<file path="config.mk">
export PLATFORM = sky130hd
export DESIGN_NAME = pwr_seq_ctrl
export DESIGN_NICKNAME = d
export VERILOG_FILES = /design/src/rtl/pwr_seq_ctrl_pkg.sv /design/src/rtl/flt_filter.sv /design/src/rtl/pwr_seq_ctrl.sv
export SDC_FILE = /design/constraint.sdc
export NUM_CORES = 1
export LEC_CHECK = 0
export CELL_PAD_IN_SITES_DETAIL_PLACEMENT = 1
export CELL_PAD_IN_SITES_GLOBAL_PLACEMENT = 1
export CORE_AREA = 2 2 124 126
export CTS_CLUSTER_DIAMETER = 50
export DETAILED_ROUTE_END_ITERATION = 6
export DIE_AREA = 0 0 126 128
export PLACE_DENSITY = 0.75
export SYNTH_ARGS = -nofsm -noshare
export SYNTH_HDL_FRONTEND = slang
export SYNTH_SLANG_ARGS = --single-unit
</file>
<file path="constraint.sdc">
create_clock -name clk_axi -period 3.04 [get_ports clk_axi]
set_clock_uncertainty 0.1 [all_clocks]
set_input_delay 0.456 -clock clk_axi [delete_from_list [all_inputs] [get_ports clk_axi]]
set_output_delay 0.456 -clock clk_axi [all_outputs]
set_load 0.05 [all_outputs]
</file>
<file path="src/rtl/pwr_seq_ctrl_pkg.sv">
// Shared types for the power-rail sequencer: FSM state codes and small helpers.
package pwr_seq_ctrl_pkg;

    typedef enum logic [2:0] {
        StOff   = 3'd0,
        StUp3v3 = 3'd1,
        StUp2v5 = 3'd2,
        StUpCh  = 3'd3,
        StOn    = 3'd4,
        StDown  = 3'd5,
        StFault = 3'd6
    } seq_state_e;

    function automatic int unsigned max_u(input int unsigned a, input int unsigned b);
        return (a > b) ? a : b;
    endfunction

endpackage

</file>
<file path="src/rtl/flt_filter.sv">
// Fault input qualifier: 2-FF synchroniser followed by a consecutive-high counter.
module flt_filter #(
    parameter int unsigned FILT = 16
) (
    input  logic clk_axi,
    input  logic rst_axi_n,
    input  logic raw_i,
    output logic filt_o
);

    localparam int unsigned CW = $clog2(FILT + 1);

    logic [1:0]    sync_q;
    logic [CW-1:0] cnt_q, cnt_d;

    // Saturates at FILT; any synced low restarts qualification.
    always_comb begin
        cnt_d = cnt_q;
        if (!sync_q[1]) begin
            cnt_d = '0;
        end else if (cnt_q != CW'(FILT)) begin
            cnt_d = cnt_q + CW'(1);
        end
    end

    always_ff @(posedge clk_axi or negedge rst_axi_n) begin
        if (!rst_axi_n) begin
            sync_q <= '0;
            cnt_q  <= '0;
        end else begin
            sync_q <= {sync_q[0], raw_i};
            cnt_q  <= cnt_d;
        end
    end

    assign filt_o = (cnt_q == CW'(FILT));

endmodule

</file>
<file path="src/rtl/pwr_seq_ctrl.sv">
// Power-rail sequencer: ordered rail bring-up/teardown with fault filtering and latching.
module pwr_seq_ctrl
    import pwr_seq_ctrl_pkg::*;
#(
    parameter int unsigned NCH    = 6,
    parameter int unsigned NG     = 4,
    parameter int unsigned T_RAIL = 100000,
    parameter int unsigned T_CH   = 50000,
    parameter int unsigned FILT   = 16
) (
    input  logic              clk_axi,
    input  logic              rst_axi_n,
    input  logic              pwr_req,
    input  logic [NCH-1:0]    ch_mask,
    input  logic              fault_clr,
    input  logic [NCH-1:0]    ch_flt_raw,
    input  logic [NG-1:0]     glob_flt_raw,
    output logic              en_3v3,
    output logic              en_2v5,
    output logic [NCH-1:0]    vp12_en,
    output logic [2:0]        seq_state,
    output logic [NCH+NG-1:0] flt_latched,
    output logic              seq_busy,
    output logic              pwr_good
);

    localparam int unsigned NF = NCH + NG;
    localparam int unsigned TW = $clog2(max_u(T_RAIL, T_CH) + 1);
    localparam int unsigned IW = (NCH > 1) ? $clog2(NCH) : 1;
    localparam logic [TW-1:0] TRailLd = TW'(T_RAIL - 1);
    localparam logic [TW-1:0] TChLd   = TW'(T_CH - 1);

    seq_state_e     state_q, state_d;
    logic [TW-1:0]  timer_q, timer_d;
    logic [IW-1:0]  idx_q, idx_d;
    logic [NCH-1:0] mask_q, mask_d;
    logic           en_3v3_q, en_3v3_d;
    logic           en_2v5_q, en_2v5_d;
    logic [NCH-1:0] vp12_q, vp12_d;
    logic [NF-1:0]  flt_q, flt_d;
    logic           busy_q, busy_d;
    logic           good_q, good_d;

    logic [NF-1:0]  filt;
    logic [NCH-1:0] ch_ok, ch_hit;
    logic [NG-1:0]  glob_hit;
    logic [IW-1:0]  hi_idx, adv_idx;
    logic           do_td, do_adv;

    for (genvar g = 0; g < NF; g++) begin : g_filt
        flt_filter #(.FILT(FILT)) u_flt_filter (
            .clk_axi  (clk_axi),
            .rst_axi_n(rst_axi_n),
            .raw_i    ((g < NCH) ? ch_flt_raw[g % NCH] : glob_flt_raw[(g - NCH) % NG]),
            .filt_o   (filt[g])
        );
    end

    assign ch_ok    = mask_q & ~flt_q[NCH-1:0];
    assign ch_hit   = filt[NCH-1:0] & vp12_q;
    assign glob_hit = filt[NF-1:NCH] & {NG{state_q != StOff}};

    always_comb begin
        hi_idx = '0;
        for (int k = 0; k < NCH; k++) begin
            if (vp12_q[k]) hi_idx = IW'(k);
        end
    end

    always_comb begin
        state_d  = state_q;
        timer_d  = timer_q;
        idx_d    = idx_q;
        mask_d   = mask_q;
        en_3v3_d = en_3v3_q;
        en_2v5_d = en_2v5_q;
        vp12_d   = vp12_q;
        do_td    = 1'b0;
        do_adv   = 1'b0;
        adv_idx  = '0;

        unique case (state_q)
            StOff: begin
                if (pwr_req && !(|flt_q[NF-1:NCH])) begin
                    state_d  = StUp3v3;
                    en_3v3_d = 1'b1;
                    timer_d  = TRailLd;
                    mask_d   = ch_mask;
                end
            end
            StUp3v3: begin
                if (!pwr_req) begin
                    do_td = 1'b1;
                end else if (timer_q != '0) begin
                    timer_d = timer_q - TW'(1);
                end else begin
                    state_d  = StUp2v5;
                    en_2v5_d = 1'b1;
                    timer_d  = TRailLd;
                end
            end
            StUp2v5: begin
                if (!pwr_req) begin
                    do_td = 1'b1;
                end else if (timer_q != '0) begin
                    timer_d = timer_q - TW'(1);
                end else begin
                    do_adv = 1'b1;
                end
            end
            StUpCh: begin
                // An ineligible channel falls through here on its first cycle.
                if (!pwr_req) begin
                    do_td = 1'b1;
                end else if (ch_ok[idx_q] && timer_q != '0) begin
                    timer_d = timer_q - TW'(1);
                end else if (idx_q == IW'(NCH - 1)) begin
                    state_d = StOn;
                end else begin
                    do_adv  = 1'b1;
                    adv_idx = idx_q + IW'(1);
                end
            end
            StOn: begin
                if (!pwr_req) do_td = 1'b1;
            end
            StDown: begin
                if (timer_q != '0) begin
                    timer_d = timer_q - TW'(1);
                end else begin
                    do_td = 1'b1;
                end
            end
            StFault: begin
                if (fault_clr && !pwr_req && !(|filt[NF-1:NCH])) state_d = StOff;
            end
            default: state_d = StOff;
        endcase

        if (do_adv) begin
            state_d = StUpCh;
            idx_d   = adv_idx;
            if (ch_ok[adv_idx]) begin
                vp12_d[adv_idx] = 1'b1;
                timer_d         = TChLd;
            end
        end

        // One teardown step: highest channel, then 2V5, then 3V3.
        if (do_td) begin
            state_d = StDown;
            if (|vp12_q) begin
                vp12_d[hi_idx] = 1'b0;
                timer_d        = TChLd;
            end else if (en_2v5_q) begin
                en_2v5_d = 1'b0;
                timer_d  = TRailLd;
            end else begin
                en_3v3_d = 1'b0;
                state_d  = StOff;
            end
        end

        vp12_d = vp12_d & ~ch_hit;

        if (|glob_hit) begin
            en_3v3_d = 1'b0;
            en_2v5_d = 1'b0;
            vp12_d   = '0;
            state_d  = StFault;
        end

        // A newly qualified fault beats a same-cycle clear.
        flt_d  = (flt_q & ~({NF{fault_clr}} & ~filt)) | {glob_hit, ch_hit};
        busy_d = (state_d == StUp3v3) || (state_d == StUp2v5) ||
                 (state_d == StUpCh)  || (state_d == StDown);
        good_d = (state_d == StOn) && (flt_d == '0);
    end

    always_ff @(posedge clk_axi or negedge rst_axi_n) begin
        if (!rst_axi_n) begin
            state_q  <= StOff;
            timer_q  <= '0;
            idx_q    <= '0;
            mask_q   <= '0;
            en_3v3_q <= 1'b0;
            en_2v5_q <= 1'b0;
            vp12_q   <= '0;
            flt_q    <= '0;
            busy_q   <= 1'b0;
            good_q   <= 1'b0;
        end else begin
            state_q  <= state_d;
            timer_q  <= timer_d;
            idx_q    <= idx_d;
            mask_q   <= mask_d;
            en_3v3_q <= en_3v3_d;
            en_2v5_q <= en_2v5_d;
            vp12_q   <= vp12_d;
            flt_q    <= flt_d;
            busy_q   <= busy_d;
            good_q   <= good_d;
        end
    end

    assign en_3v3      = en_3v3_q;
    assign en_2v5      = en_2v5_q;
    assign vp12_en     = vp12_q;
    assign seq_state   = state_q;
    assign flt_latched = flt_q;
    assign seq_busy    = busy_q;
    assign pwr_good    = good_q;

endmodule
</file>
## Word level (Yosys, flattened, before mapping)

Index checks and enable logic that the tools add are counted.

| word-level totals | value |
|---|---|
| output and inout bits | 23 |
| bits in registers | 119 |

| operators by class | value |
|---|---|
| reduce and logical (&&, ||, !) cells | 24 |
| muxes and demuxes | 89 |
| bitwise operators | 14 |
| $add $sub $neg | 12 |
| equality and inequality tests | 42 |
| order comparisons | 5 |

Operator list:

| kind | count |
|---|---|
| $mux W17 | 12 |
| $mux W5 | 20 |
| $pmux W17 S5 | 1 |
| $mux W3 | 20 |
| $add A5 B1 Y5 const B | 10 |
| $eq A5 B5 Y1 const B | 10 |
| $ne A5 B5 Y1 const B | 10 |
| $mux W6 | 5 |
| $and A6 B6 Y6 | 4 |
| $mux W1 | 24 |
| $and A10 B10 Y10 | 2 |
| $ne A2 B2 Y1 const B | 10 |
| $not A10 Y10 | 2 |
| $eq A3 B3 Y1 const B | 6 |
| $not A6 Y6 | 3 |
| $reduce_bool A17 Y1 | 1 |
| $sub A17 B1 Y17 const B | 1 |
| $reduce_or A4 Y1 | 4 |
| $pmux W3 S5 | 1 |
| $eq A3 B2 Y1 const B | 4 |
| $lt A3 B4 Y1 const B | 3 |
| $logic_not A10 Y1 | 1 |
| $or A10 B10 Y10 | 1 |
| $logic_and A1 B1 Y1 | 7 |
| other kinds (15) | 24 |

## Longest topological paths before layout

Gate-level depths: netlist of run 1.

| logic depth | value |
|---|---|
| depth in word-level cells | 20 |
| gate-level depth with buffers | 12 |
| depth with buffers taken out | 11 |

## Hierarchy

From an unflattened synthesis of run 1, not the netlist that was laid out.

| unflattened totals | value |
|---|---|
| cells, all modules | 777 |
| area, all modules | 7307.0 um^2 |

Modules (own cells, without submodules):

| module | instances | area each (um^2) | cells each |
|---|---|---|---|
| pwr_seq_ctrl | 1 | 4016.4 | 487 |
| flt_filter | 10 | 329.1 | 29 |

## Worst setup path before layout of run 1

Ideal clock, no wire load.

| timing path | value |
|---|---|
| path kind | reg-to-reg |
| start | register flt_q[2] (netlist: flt_latched[2]) |
| end | register timer_q[10] |
| cell stages (with the launch flop) | 9 |
| clock period less this slack | 2.676 ns |
| path buffers | 0 |
| slack | 0.364 ns |
| arrival time | 2.448 ns |
| library setup time | 0.128 ns |
| cells stage by stage | dfrtp_1 -> nand2b_1 -> a221o_1 -> o22ai_2 -> a21boi_1 -> o311a_1 -> o41ai_4 -> a21o_2 -> o21ai_1 |

| on the way | value |
|---|---|
| word-level cells in the longest chain between the ends | 15 |

Ends and longest elaborated chain:

| element | RTL line | RTL |
|---|---|---|
| from (decl) | pwr_seq_ctrl.sv:40 | `logic [NF-1:0] flt_q, flt_d;` |
| from (signal assigned) | pwr_seq_ctrl.sv:200 | `flt_q <= flt_d;` |
| $not A6 Y6 * | pwr_seq_ctrl.sv:59 | `assign ch_ok = mask_q & ~flt_q[NCH-1:0];` |
| $and A6 B6 Y6 * | pwr_seq_ctrl.sv:59 |  |
| $bmux W1 S3 | pwr_seq_ctrl.sv:115 | `end else if (ch_ok[idx_q] && timer_q != '0) begin` |
| $mux W1 (implied by the code) | pwr_seq_ctrl.sv:115 |  |
| $logic_and A1 B1 Y1 | pwr_seq_ctrl.sv:115 |  |
| $mux W3 | pwr_seq_ctrl.sv:115 |  |
| $mux W3 | pwr_seq_ctrl.sv:113 | `if (!pwr_req) begin` |
| $mux W3 | pwr_seq_ctrl.sv:82 | `unique case (state_q)` |
| $bmux W1 S3 | pwr_seq_ctrl.sv:143 | `if (ch_ok[adv_idx]) begin` |
| $mux W1 (implied by the code) | pwr_seq_ctrl.sv:143 |  |
| $mux W17 | pwr_seq_ctrl.sv:143 |  |
| $mux W17 * | pwr_seq_ctrl.sv:140 | `if (do_adv) begin` |
| $mux W17 | pwr_seq_ctrl.sv:155 | `end else if (en_2v5_q) begin` |
| $mux W17 | pwr_seq_ctrl.sv:152 | `if (\|vp12_q) begin` |
| $mux W17 * | pwr_seq_ctrl.sv:150 | `if (do_td) begin` |
| via timer_d[10] | pwr_seq_ctrl.sv:34 | `logic [TW-1:0] timer_q, timer_d;` |
| to (signal assigned) | pwr_seq_ctrl.sv:194 | `timer_q <= timer_d;` |
| to (decl) | pwr_seq_ctrl.sv:34 |  |

The timed path passes the listed nets; every way through them passes the cells marked *. The select of a mux whose other input is x is not followed.
A chain may end at the register's enable or synchronous reset.

## Final worst setup path of run 1

| timing path | value |
|---|---|
| start | register idx_q[1] |
| end | register timer_q[10] |

| on the way | value |
|---|---|
| word-level cells in the longest chain between the ends | 13 |

Ends and longest elaborated chain:

| element | RTL line | RTL |
|---|---|---|
| from (decl) | pwr_seq_ctrl.sv:35 | `logic [IW-1:0] idx_q, idx_d;` |
| from (signal assigned) | pwr_seq_ctrl.sv:195 | `idx_q <= idx_d;` |
| $bmux W1 S3 | pwr_seq_ctrl.sv:115 |  |
| $mux W1 (implied by the code) | pwr_seq_ctrl.sv:115 |  |
| $logic_and A1 B1 Y1 | pwr_seq_ctrl.sv:115 |  |
| $mux W3 | pwr_seq_ctrl.sv:115 |  |
| $mux W3 | pwr_seq_ctrl.sv:113 |  |
| $mux W3 | pwr_seq_ctrl.sv:82 |  |
| $bmux W1 S3 | pwr_seq_ctrl.sv:143 |  |
| $mux W1 (implied by the code) | pwr_seq_ctrl.sv:143 |  |
| $mux W17 | pwr_seq_ctrl.sv:143 |  |
| $mux W17 * | pwr_seq_ctrl.sv:140 |  |
| $mux W17 | pwr_seq_ctrl.sv:155 |  |
| $mux W17 | pwr_seq_ctrl.sv:152 |  |
| $mux W17 * | pwr_seq_ctrl.sv:150 |  |
| via timer_d[10] | pwr_seq_ctrl.sv:34 |  |

Marked as above.

==> results.md, run 1 <==
STA:
- The worst path meets setup with 0.1129 ns of slack.
- The time the worst path needs with I/O delays and setup is 2.927 ns.
- The final max-slew violation count is 0.
- After routing, the total negative slack on setup checks comes to 0 ns.
- The final-report setup violation count is 0.
- The fraction of the cycle the final worst path needs is a little under 100%.
- Derived from the worst setup path, the maximum achievable clock frequency is around 340 MHz.
- The final number of hold-violating endpoints is 0.
- The worst slew slack as a fraction of its limit is 45.73%.
- At the pin with the least slew margin, the transition time is 0.8031 ns.

GRT:
- Entering global routing, the biggest net connects 64 pins.
- The initial antenna violation count came to 0.
- The total global routing overflow is 0.
- The number of global-route vias before repair came to ~6.5k.
- The combined global-route utilization of all metal layers is 27.24%.
- The first global-routing pass estimated 34470 µm of wire.

Synthesis:
- The synthesized netlist devotes 4.318% of its cell area to adder and majority cells.
- The combinational family with the most area after synthesis is simple AND/OR/NAND/NOR gates.
- The synthesized netlist cell count is 724.
- For this run, the leading register cell type out of synthesis is dfrtp_1.
- Sorting the synthesized cells by area gives the leading types as dfrtp_1 45%, a21oi_1 5.0%, nand2_1 4.7%.
- Synthesis produced a netlist with a net count of 767.
- The xor-xnor portion of the synthesized cell area is 4.599%.
- The multiplexer area fraction after synthesis is 0.6007%.
- The area of the mapped netlist is 6665 µm².
- The yosys synthesis warning count is 0.
- After synthesis, the largest area contributor takes up 44.68% of total cell area.
- The share of synthesized cell area in and, or, nand and nor gates is around a quarter.
- The sequential fraction of the synthesis area is 44.68%.
- The area fraction in compound gates after synthesis is between 10% and 20%.
- The number of enable-type register cells in the synthesized netlist is 0.
- The average cell area after synthesis is 9.206 µm².
- The synthesized design spends more area on one cell type than any other, namely dfrtp_1.
- Of all flip-flops after synthesis, the portion carrying an async set or reset was between 90% and 100%.
- The number of distinct library cells after synthesis is 69.
- The register bit count reported by yosys is 119.

Power:
- Per report_power, the clock group accounts for 41.6% of the total.
- The maximum vdd ir drop is 0.4021 mV.
- The power share of the sequential group is roughly two fifths.
- The internal portion of the total power is 3548 µW.
- Combinational cells account for around 20% of the total power.
- In this run the power spent charging and discharging nets is 1500 µW.
- In this run the static leakage power is approximately 0.0038 µW.
- Net switching is between 20% and 30% of the power.
- Power spread over the standard cell area amounts to between 600 and 700 nW/µm².

Drt:
- The final routed wire length divided by cell count is 20.89 µm.
- The DRC violations left is 0.
- The remaining number of nets flagged by the antenna check after routing is 0.
- After the first detailed-routing iteration, the DRC count stood at roughly 370.
- Across all layers, the routed design uses about 6k vias.
- The final layout contains routed wiring with a total length of 21250 µm.
- The number of detailed-routing iterations run before antenna repair is 5.
- After detailed routing, the number of vias per cell comes to between 6 and 7.

Worst setup path:
- On the critical path, the stage with the largest delay is an instance of o41ai_4.
- Counting both buffers and inverters, the worst setup path holds a total of 0.
- The worst setup path is captured at a flop.
- Broken down by cell family, the worst path's largest delay share belongs to compound AO/OA/AOI/OAI gates.
- The critical path class is flop to flop.
- Data arrives at the worst endpoint at 3.11 ns.
- The required time of the worst setup path is 3.23 ns.
- The type of origin of the critical path is a flop.
- The signal on the critical path passes through and2_0, a221o_1, o22ai_2, a21boi_1, o311a_1, o41ai_4, a21o_2, o21ai_1.
- The largest fanout of any net on the critical path is 7.
- For this run, the slowest stage of the critical path takes approximately 0.49 ns.

Min path:
- The classification of the worst-slack hold path is flop to flop.

Place:
- The sum of net half-perimeters after detailed placement is 15520 µm.
- The number of I/O port buffers is 42.
- The congestion estimate from routability-driven global placement came to roughly 0.93.
- The minimum setup slack after placement is 0.08324 ns.

Clock network:
- In this run the deepest clock path goes through 2 buffers.
- At the later pin of the worst-skew pair, clock insertion delay measures 0.42 ns.
- The clock tree root buffer cell is clkbuf_16.
- TritonCTS built the clock tree.
- The count of H-tree levels built during CTS is 4.
- The clock sink count is 119.
- The total clock buffers created by CTS is 17.
- The clock-pin transition on the worst setup and hold timing paths is approximately 0.050 ns.

Outcome:
- The flow ran to the end, and the final reports show no timing, DRC or antenna violations.

Floorplanning:
- The number of primary I/O pins is 43.
- The area enclosed by the die boundary is 16130 µm².
- Measured along the x axis, the die boundary spans ~130 µm.
- The area of the core is 14860 µm².
- The initial cell density of the core is between 40% and 50%.
- The floorplan row count is 45.
- The die height is ~130 µm.

Run:
- The tool flagged a number of max-cap violations equal to 0.

Layout:
- Relative to the synthesized area, the layout overhead comes to 24.37%.
- In the final design database the tool counted 860 nets.
- The number of diodes added for antenna fixing is 0.
- Cells with a size suffix above 1 make up 12.18% of the layout.
- The number of fill cells in the layout is 1717.
synthesized netlist by cell type (7+ instances only):
cell         n
nor2_1      38
or3_1        8
nor3_1      15
and2_1      26
xnor2_1     24
o22ai_1      7
and3_1      21
dfrtp_1    119
nand4bb_1    7
nand3_1     33
o211ai_1     7
inv_1       32
o21ai_0     39
nor4bb_1     7
a21boi_0    14
a21oi_1     67
nand2_1     83
nand2b_1    13
xor2_1      11
ha_1        23
clkbuf_1    18
through the flow:
step / area, µm² / hold slack (ns) / total power (µW) / std cells / util, %
final: 8289 / 0.2488 / 5048 / 1017 / 55.77
after floorplan: 6665 / 0.06041 / 2536 / 724 / -
after detailed placement: 7641 / 0.2397 / 2946 / 984 / 51.41
after global routing: 8289 / 0.2527 / 5278 / 1017 / 55.77
after global placement: 7641 / 0.2322 / 2881 / 984 / 51.41
after CTS: 8269 / 0.2520 / 5070 / 1016 / 55.63
metal layers:
metal  GRT usage, %  up-vias  part of all wire [%]
li1               -     2780                     -
met1          34.10     3149                    43
met2          46.62      153                    50
met3          5.175       40                   4.5
met4          10.99        0                   2.7
met5              0        -                     0
placed cells by master (no fill, tap or decap), types with 8 or more instances in the layout:
cell             instances
nand3_1                 33
nor2_1                  38
a21oi_1                 67
ha_1                    23
a21boi_0                14
nand2b_1                13
nand2_1                 83
and2_1                  26
and3_1                  21
nor3_1                  15
o21ai_0                 39
or3_1                    8
dfrtp_1                119
clkdlybuf4s50_1         41
inv_1                   32
xor2_1                  11
xnor2_1                 24
clkbuf_16               17
buf_4                   56
final cells by class:
type | instances | area (µm²) | area share (%)
flip-flops and latches | 119 | 2978 | 35.92
inverters | 34 | 127.6 | 1.540
well taps | 188 | 235.2 | 2.838
clock buffers | 24 | 501.7 | 6.053
multi-input cells | 546 | 3470 | 41.86
clock inverters | 7 | 116.4 | 1.404
repair buffers | 99 | 860.8 | 10.38
repair_timing:
action / 4_1_cts / 5_1_grt
hold buffers: 1 / 0
hold endpoints to repair: 31 / 0
gates resized for setup: 0 / 3
setup endpoints to repair: 0 / 8
buffers inserted: 0 / 1
cells by family (layout without fill, tap and decap cells):
family,count (synthesis),count (layout)
buf+inv,59,164
compound gates,190,190
xor+xnor,35,35
mux,4,4
simple gates,294,294
fa+ha+maj,23,23
flops,119,119
flip-flops by register name, summed over array words and instances (netlist names):
register / cells
g_filt.u_flt_filter.cnt_q: 50
g_filt.u_flt_filter.sync_q: 20
timer_q: 17
flt_latched: 10
mask_q: 6
vp12_en: 6
idx_q: 3
seq_state: 3
en_2v5: 1
en_3v3: 1
pwr_good: 1
seq_busy: 1
path summary, 6_finish.rpt:
| kind | start | endpoint | slack [ns] | depth (start not counted) |
|---|---|---|---|---|
| min in group asynchronous | rst_axi_n | g_filt[0].u_flt_filter.cnt_q[4]$_DFFE_PN0P_ | 0.44 | 2 |
| max in group asynchronous | rst_axi_n | g_filt[3].u_flt_filter.cnt_q[3]$_DFFE_PN0P_ | 1.67 | 3 |
| hold reg to reg | g_filt[2].u_flt_filter.sync_q[0]$_DFF_PN0_ | g_filt[2].u_flt_filter.sync_q[1]$_DFF_PN0_ | 0.25 | 0 |
| setup / recovery | idx_q[1]$_DFFE_PN0N_ | timer_q[10]$_DFF_PN0_ | 0.11 | 8 |
| setup reg to reg | idx_q[1]$_DFFE_PN0N_ | timer_q[10]$_DFF_PN0_ | 0.11 | 8 |
| hold / removal | g_filt[2].u_flt_filter.sync_q[0]$_DFF_PN0_ | g_filt[2].u_flt_filter.sync_q[1]$_DFF_PN0_ | 0.25 | 0 |
power groups by stage:
stage	combinational (µW)	clock [µW]	sequential, µW
final	1010	2100	1930
after global routing	1110	2200	1960
after CTS	1010	2130	1930
after detailed placement	993	0	1950
after global placement	940	0	1940
after floorplan	641	0	1900
(Power assumes the default switching activity.)
==> run 2, diff against run 1 <==
--- a/config.mk
+++ b/config.mk
@@ -11,7 +11,7 @@
 export CTS_CLUSTER_DIAMETER = 50
 export DETAILED_ROUTE_END_ITERATION = 6
 export DIE_AREA = 0 0 126 128
-export PLACE_DENSITY = 0.75
+export PLACE_DENSITY = 0.79
 export SYNTH_ARGS = -nofsm -noshare
 export SYNTH_HDL_FRONTEND = slang
 export SYNTH_SLANG_ARGS = --single-unit
==> results.md, run 2 (synthesized netlist as in run 1, its figures left out) <==
Floorplanning:
- The area of the core is between 10000 and 15000 µm².
- Once the floorplan was initialized, standard cells occupied about 45% of the core.
- Measured along the x axis, the die boundary spans 126 µm.
- The floorplan has 45 rows.
- The die covers approximately 16000 µm².
- The number of primary I/O pins is 43.
- The die is 128 µm tall.

Clock network:
- The clock-pin transition on the worst setup and hold timing paths is 0.06 ns.
- The worst-case clock buffer depth is 2.
- The total clock buffers created by CTS is 17.
- The count of H-tree levels built during CTS is 4.
- Clock latency on the worst-skew pair, taken at its later pin, is 0.43 ns.
- Counting every sink on the clock net gives 119.
- The cell sitting at the root of the clock tree is a clkbuf_16.
- The clock tree from TritonCTS is built.

Layout:
- The share of post-route cells with drive strength above 1 is 12.11%.
- Leaving out fill and tap cells, the most frequent cells in the layout are 119 x dfrtp_1, 83 x nand2_1, 67 x a21oi_1.
- Summing all flip-flop and latch instances after layout gives 2978 µm².
- The finished cells cover between 8000 and 9000 µm².
- The final-stage net count is 856.
- The number of diodes added for antenna fixing is 0.
- The multi-input logic area is approximately 3500 µm².
- The most frequent standard cell in the layout excluding fill and tap cells is dfrtp_1.
- The register with the most flip-flops is g_filt.u_flt_filter.cnt_q.
- The largest registers in the layout are g_filt.u_flt_filter.cnt_q: 50 flops, g_filt.u_flt_filter.sync_q: 20 flops, timer_q: 17 flops.
- The growth of design area from synthesis to finish is 23.41%.
- The filler cells instantiated in the layout total 1693.
- The number of flip-flops in the largest register is 50.

Worst setup path:
- The critical path class is flop to flop.
- The type of origin of the critical path is a flop.
- On the worst path, the slowest cell contributes a delay of between 0.5 and 0.6 ns.
- For the worst setup path, the data required time is 3.30 ns.
- The worst setup path is captured at a flop.
- Traced cell by cell, the critical path runs through nor4_1, nand4_1, a2111oi_1, buf_4, or3_1, nor3b_2, and4_1.
- Of all nets on the critical path, the largest fanout is 7.
- The data arrival time of the critical path is 3.17 ns.
- The slowest cell on the critical path is nor4_1.

STA:
- The final max-slew violation count is 0.
- The smallest hold slack is 0.2469 ns.
- The worst path in the final design needs a cycle of 2.909 ns, including I/O delays and setup.
- Across all setup checks in the final design, the least slack found is about 0.13 ns.
- The final number of hold-violating endpoints is 0.
- The worst path uses ~96% of the clock period.
- For the pin with the worst max-slew slack, the measured transition is between 0.6 and 0.7 ns.
- The top achievable clock speed is 343.7 MHz.
- The final-report setup violation count is 0.
- The setup TNS after final layout is 0 ns.
- The worst slew slack as a fraction of its limit is 53.16%.

Outcome:
- The flow ran to the end, and the final reports show no timing, DRC or antenna violations.

Drt:
- Wires add up to approximately 22000 µm.
- After detailed routing, the average wire length per cell comes to 21.32 µm.
- Summing over every cut layer, the via total after detailed routing is 6060.
- Dividing the detail-routed via count by the number of cells gives 5.976.
- The first-iteration detailed-routing DRC count is 441.
- The count of nets left with antenna violations once routing finished came out at 0.
- The DRC violations left is 0.
- The number of detailed-routing iterations run before antenna repair is 5.

Place:
- At the placement stage, the worst setup path has a slack of 0.1429 ns.
- The cell area after placement is 7611 µm².
- At the end of routability-driven placement, the weighted congestion stood at slightly below 1.
- After legalization and detailed placement, the total HPWL measured around 15000 µm.
- The number of I/O port buffers is 42.

Run:
- Max-cap violations in this run came to 0.

GRT:
- The initial antenna violation count is 0.
- The first global-routing pass estimated 35450 µm of wire.
- The total overflow left after global routing is 0.
- The number of global-route vias before repair came to 6641.
- Entering global routing, the biggest net connects 46 pins.
- For this run, the total global-route usage over all layers was measured as 27.99%.

Power:
- In this run the power density over the cells is roughly 600 nW/µm².
- The post-layout total power is 4951 µW.
- The maximum vdd ir drop is between 0.5 and 0.6 mV.
- In this run the static leakage power is 0.003719 µW.

Min path:
- The classification of the worst-slack hold path is flop to flop.
-- run 2: cell types whose count changed in the layout (fill, tap and decap cells not counted), moves of 2 or more --
cell,previous run,this run
inv_6,0,4
clkinv_4,1,4
buf_4,56,52
clkbuf_1,2,0
nor2_2,1,3
bufinv_16,3,1
-- run 2: worst max-delay path: cells and delay by family, from the launching register on --
family,cells,cell delay [ns]
buffers and inverters,1,0.19
DFF,1,0.46
AOI/OAI and AO/OA,1,0.57
and+or+nand+nor,5,1.52
-- run 2: where the power goes --
part / switching, µW / internal [µW] / total [µW]
registers: 193 / 1730 / 1920
logic: 586 / 425 / 1010
clock network: 795 / 1220 / 2020
total: 1570 / 3380 / 4950
-- run 2: layer usage --
| metal | global-route usage (%) | part of all wire [%] | vias up |
|---|---|---|---|
| li1 | - | - | 2777 |
| met1 | 34.71 | 43 | 3075 |
| met2 | 47.98 | 50 | 160 |
| met3 | 6.260 | 4.4 | 48 |
| met4 | 10.54 | 2.8 | 0 |
| met5 | 0 | 0 | - |
-- run 2: final cells by class --
type                            instances  area share, %
Inverter                               34          1.552
Clock buffer                           21          5.841
Multi-Input combinational cell        546          42.07
Tap cell                              188          2.860
Sequential cell                       119          36.20
Timing Repair Buffer                   95          10.10
Clock inverter                         11          1.369
-- run 2: repair_timing --
item                                    CTS  global route
endpoints found under the setup margin    0             3
hold buffers                              1             0
resized for setup                         0             2
setup buffers                             0             1
hold endpoints to repair                 42             0
-- run 2: per-stage QoR --
stage,instances,utilization [%]
after floorplan,724,-
after global placement,980,51.20
after detailed placement,980,51.20
after CTS,1013,55.26
after global routing,1014,55.34
final,1014,55.34
-- run 2: worst paths after layout --
| path | startpoint | to | slack (ns) | depth (start not counted) |
|---|---|---|---|---|
| min in group asynchronous | rst_axi_n | g_filt[0].u_flt_filter.sync_q[1]$_DFF_PN0_ | 0.48 | 2 |
| worst max-delay path | timer_q[9]$_DFF_PN0_ | pwr_good$_DFF_PN0_ | 0.13 | 7 |
| worst min-delay path | g_filt[5].u_flt_filter.sync_q[0]$_DFF_PN0_ | g_filt[5].u_flt_filter.sync_q[1]$_DFF_PN0_ | 0.25 | 0 |
| worst max register to register | timer_q[9]$_DFF_PN0_ | pwr_good$_DFF_PN0_ | 0.13 | 7 |
| max in group asynchronous | rst_axi_n | idx_q[1]$_DFFE_PN0N_ | 1.58 | 3 |
| worst min register to register | g_filt[5].u_flt_filter.sync_q[0]$_DFF_PN0_ | g_filt[5].u_flt_filter.sync_q[1]$_DFF_PN0_ | 0.25 | 0 |
==> run 3, diff against run 2 <==
--- a/config.mk
+++ b/config.mk
@@ -8,9 +8,9 @@
 export CELL_PAD_IN_SITES_DETAIL_PLACEMENT = 1
 export CELL_PAD_IN_SITES_GLOBAL_PLACEMENT = 1
 export CORE_AREA = 2 2 124 126
-export CTS_CLUSTER_DIAMETER = 50
 export DETAILED_ROUTE_END_ITERATION = 6
 export DIE_AREA = 0 0 126 128
+export GPL_ROUTABILITY_DRIVEN = 0
 export PLACE_DENSITY = 0.79
 export SYNTH_ARGS = -nofsm -noshare
 export SYNTH_HDL_FRONTEND = slang
==> results.md, run 3 (synthesized netlist as in run 1, its figures left out) <==
Place:
- Port buffering added 42 buffers.
- The sum of net half-perimeters after detailed placement is ~16000 µm.

Drt:
- The remaining number of nets flagged by the antenna check after routing is 0.
- The first-iteration detailed-routing DRC count is 341.
- In the final routed layout, each cell accounts on average for 21.00 µm.
- The routed design has 21380 µm of wire.
- Detailed routing inserted a total of 6100 vias.
- After detailed routing, the number of vias per cell comes to roughly 6.
- The number of detailed-routing iterations run before antenna repair is 5.
- After detailed routing, the number of remaining DRC violations is 0.

Worst setup path:
- The number of cells on the worst reg-to-reg path is 7.
- The critical path class is flop to flop.
- The slowest cell on the critical path is a2111oi_2.
- The endpoint identified for the worst register-to-register timing path is pwr_good$_DFF_PN0_.
- STA puts the critical path data required time at 3.30 ns.
- On the worst path, the slowest cell contributes a delay of 0.55 ns.
- The critical path goes through nor4_4, nand4_1, a2111oi_2, buf_4, or3_1, nor3b_2, and4_1.
- The data arrival time of the critical path is around 3.2 ns.
- The element type at the critical path end is a flop.
- The worst setup path is launched from a flop.
- The worst register-to-register path begins at timer_q[4]$_DFF_PN0_.
- The largest fanout of any net on the critical path is 9.
- Setup slack on the worst reg-to-reg path comes out at 0.12 ns.

GRT:
- The number of global-route vias before repair came to 6668.
- In the global route stage, overall resource usage came out at 27.76%.
- The first global-routing pass estimated 35380 µm of wire.
- Entering global routing, the biggest net connects 63 pins.
- The total global routing overflow is 0.
- The initial antenna violation count is 0.

Power:
- The switching part of the total power is a little under a third.
- The switching power total is 1564 µW.
- The static leakage is 0.003717 µW.
- Per report_power, the clock group accounts for 39.9% of the total.
- The power density normalized to cell area is 601.0 nW/µm².
- The worst-case IR drop observed on VDD is 0.4313 mV.
- The share of total power dissipated in sequential elements is about two fifths.
- Combinational logic burns 21.3% of the power.
- The internal portion of total power is 3380 µW.

Clock network:
- The worst-skew pair later-pin latency is 0.43 ns.
- After clock tree synthesis, the clock-pin slew on the worst setup and hold paths is 0.05 ns.
- The clock tree root buffer cell is clkbuf_16.
- The total clock buffers created by CTS is 17.
- The worst-case clock buffer depth is 2.
- TritonCTS built the clock tree.
- The clock sink count is 119.
- The count of H-tree levels built during CTS is 4.

Run:
- Across the run, the number of max-cap violations was 0.

Floorplanning:
- After floorplanning, the core was divided into 45 placement rows.
- The die covers 16130 µm².
- The die span in x is roughly 130 µm.
- The core region is between 10000 and 15000 µm².
- 43 I/O pins were placed.
- The initial cell density of the core is 44.84%.
- The die is 128 µm tall.

STA:
- For the pin with the worst max-slew slack, the measured transition is 0.8280 ns.
- After routing, the total negative slack on setup checks comes to 0 ns.
- Of the available clock period, the critical path in the final layout requires 95.93%.
- The final number of hold-violating endpoints is 3.
- Setup violations remaining at the end of the flow were counted as 0.
- The top achievable clock speed is 342.9 MHz.
- The worst slew slack as a fraction of its limit is about 45%.
- On the final layout, the worst hold slack is -0.009108 ns.
- The final max-slew violation count is 0.
- The time the worst path needs with I/O delays and setup is 2.916 ns.
- Setup repair after global routing left no endpoint under its margin.

Layout:
- Leaving out fill and tap cells, the most frequent cells in the layout are 119 x dfrtp_1, 83 x nand2_1, 67 x a21oi_1.
- Ranked by flip-flop count, first place goes to g_filt.u_flt_filter.cnt_q.
- In the final layout, the registers with the most flip-flops are g_filt.u_flt_filter.cnt_q: 50 flops, g_filt.u_flt_filter.sync_q: 20 flops, timer_q: 17 flops.
- The repair_antennas step left the layout with diodes totalling 0.
- The number of flip-flops in the largest register is 50.
- Compared with the post-synthesis result, the final layout area differs by 23.43%.
- The final-stage net count is 860.
- The post-route core utilization is between 50% and 60%.
- The most frequent standard cell in the layout excluding fill and tap cells is dfrtp_1.
- The post-route netlist has 12.29% of its cells at a drive strength greater than 1.

Outcome:
- The checks that failed: hold timing.
- The flow ran to the end, but the final reports show violations.

Min path:
- The path class of the tightest hold or removal check is input port to asynchronous set/reset pin.
run 3: cell types whose count changed in the layout (fill, tap and decap cells not counted), moves of 2 or more:
cell	delta
buf_4	+6
clkbuf_1	+4
clkbuf_8	-4
clkinv_2	+2
clkinv_4	-2
inv_6	-2
nor2_2	-2
run 3: what timing repair did:
action / in CTS / in global routing
setup endpoints to repair: 0 / 8
hold buffers: 0 / 0
setup buffers: 0 / 2
gates resized for setup: 0 / 5
run 3: how the worst max path moves through the flow:
| stage | start | end | cells after the start |
|---|---|---|---|
| floorplan | flt_latched[2]$_DFF_PN0_ | timer_q[10]$_DFF_PN0_ | 8 |
| global placement | timer_q[4]$_DFF_PN0_ | pwr_good$_DFF_PN0_ | 7 |
| global route | idx_q[0]$_DFFE_PN0N_ | timer_q[4]$_DFF_PN0_ | 8 |
| detailed placement | timer_q[4]$_DFF_PN0_ | pwr_good$_DFF_PN0_ | 7 |
| finish | timer_q[4]$_DFF_PN0_ | pwr_good$_DFF_PN0_ | 7 |
| CTS | timer_q[4]$_DFF_PN0_ | pwr_good$_DFF_PN0_ | 7 |
run 3: cell type report:
| cell class | count | area (µm²) |
|---|---|---|
| clock buffers | 21 | 440.4 |
| clock inverters | 11 | 125.1 |
| fillers | 1704 | 6638 |
| inverters | 34 | 127.6 |
| multi-input cells | 546 | 3475 |
| flip-flops and latches | 119 | 2978 |
| well taps | 188 | 235.2 |
| repair buffers | 99 | 845.8 |
run 3: per-layer routing:
layer	GRT usage [%]	up-vias	part of all wire [%]
li1	-	2771	-
met1	34.42	3061	42
met2	48.29	203	50
met3	5.050	65	5.3
met4	10.80	0	2.7
met5	0	-	0
run 3: metrics by stage:
| stage | hold slack (ns) | power (µW) | instances | cell area (µm²) | setup WS [ns] |
|---|---|---|---|---|---|
| after floorplan | 0.06041 | 2536 | 724 | 6665 | 0.3640 |
| after global placement | 0.2340 | 2883 | 984 | 7629 | 0.05569 |
| after detailed placement | 0.2371 | 2954 | 984 | 7629 | 0.03180 |
| after CTS | 0.04068 | 4944 | 1016 | 8194 | 0.007428 |
| after global routing | 0.07251 | 5150 | 1018 | 8227 | 0.01436 |
| final | -0.009108 | 4944 | 1018 | 8227 | 0.1238 |
run 3: power by group through the flow:
stage                     Combinational, µW  Sequential (µW)  Clock [µW]
final                                  1050             1920        1970
after detailed placement               1020             1940           0
after CTS                              1030             1910        2000
after floorplan                         641             1900           0
after global placement                  959             1920           0
after global routing                   1150             1940        2060
run 3: worst max-delay path: cells and delay by family (launching register included):
family	cells	cell delay [ns]
buffers and inverters	1	0.18
AOI/OAI and AO/OA	1	0.55
DFF	1	0.49
and+or+nand+nor	5	1.52
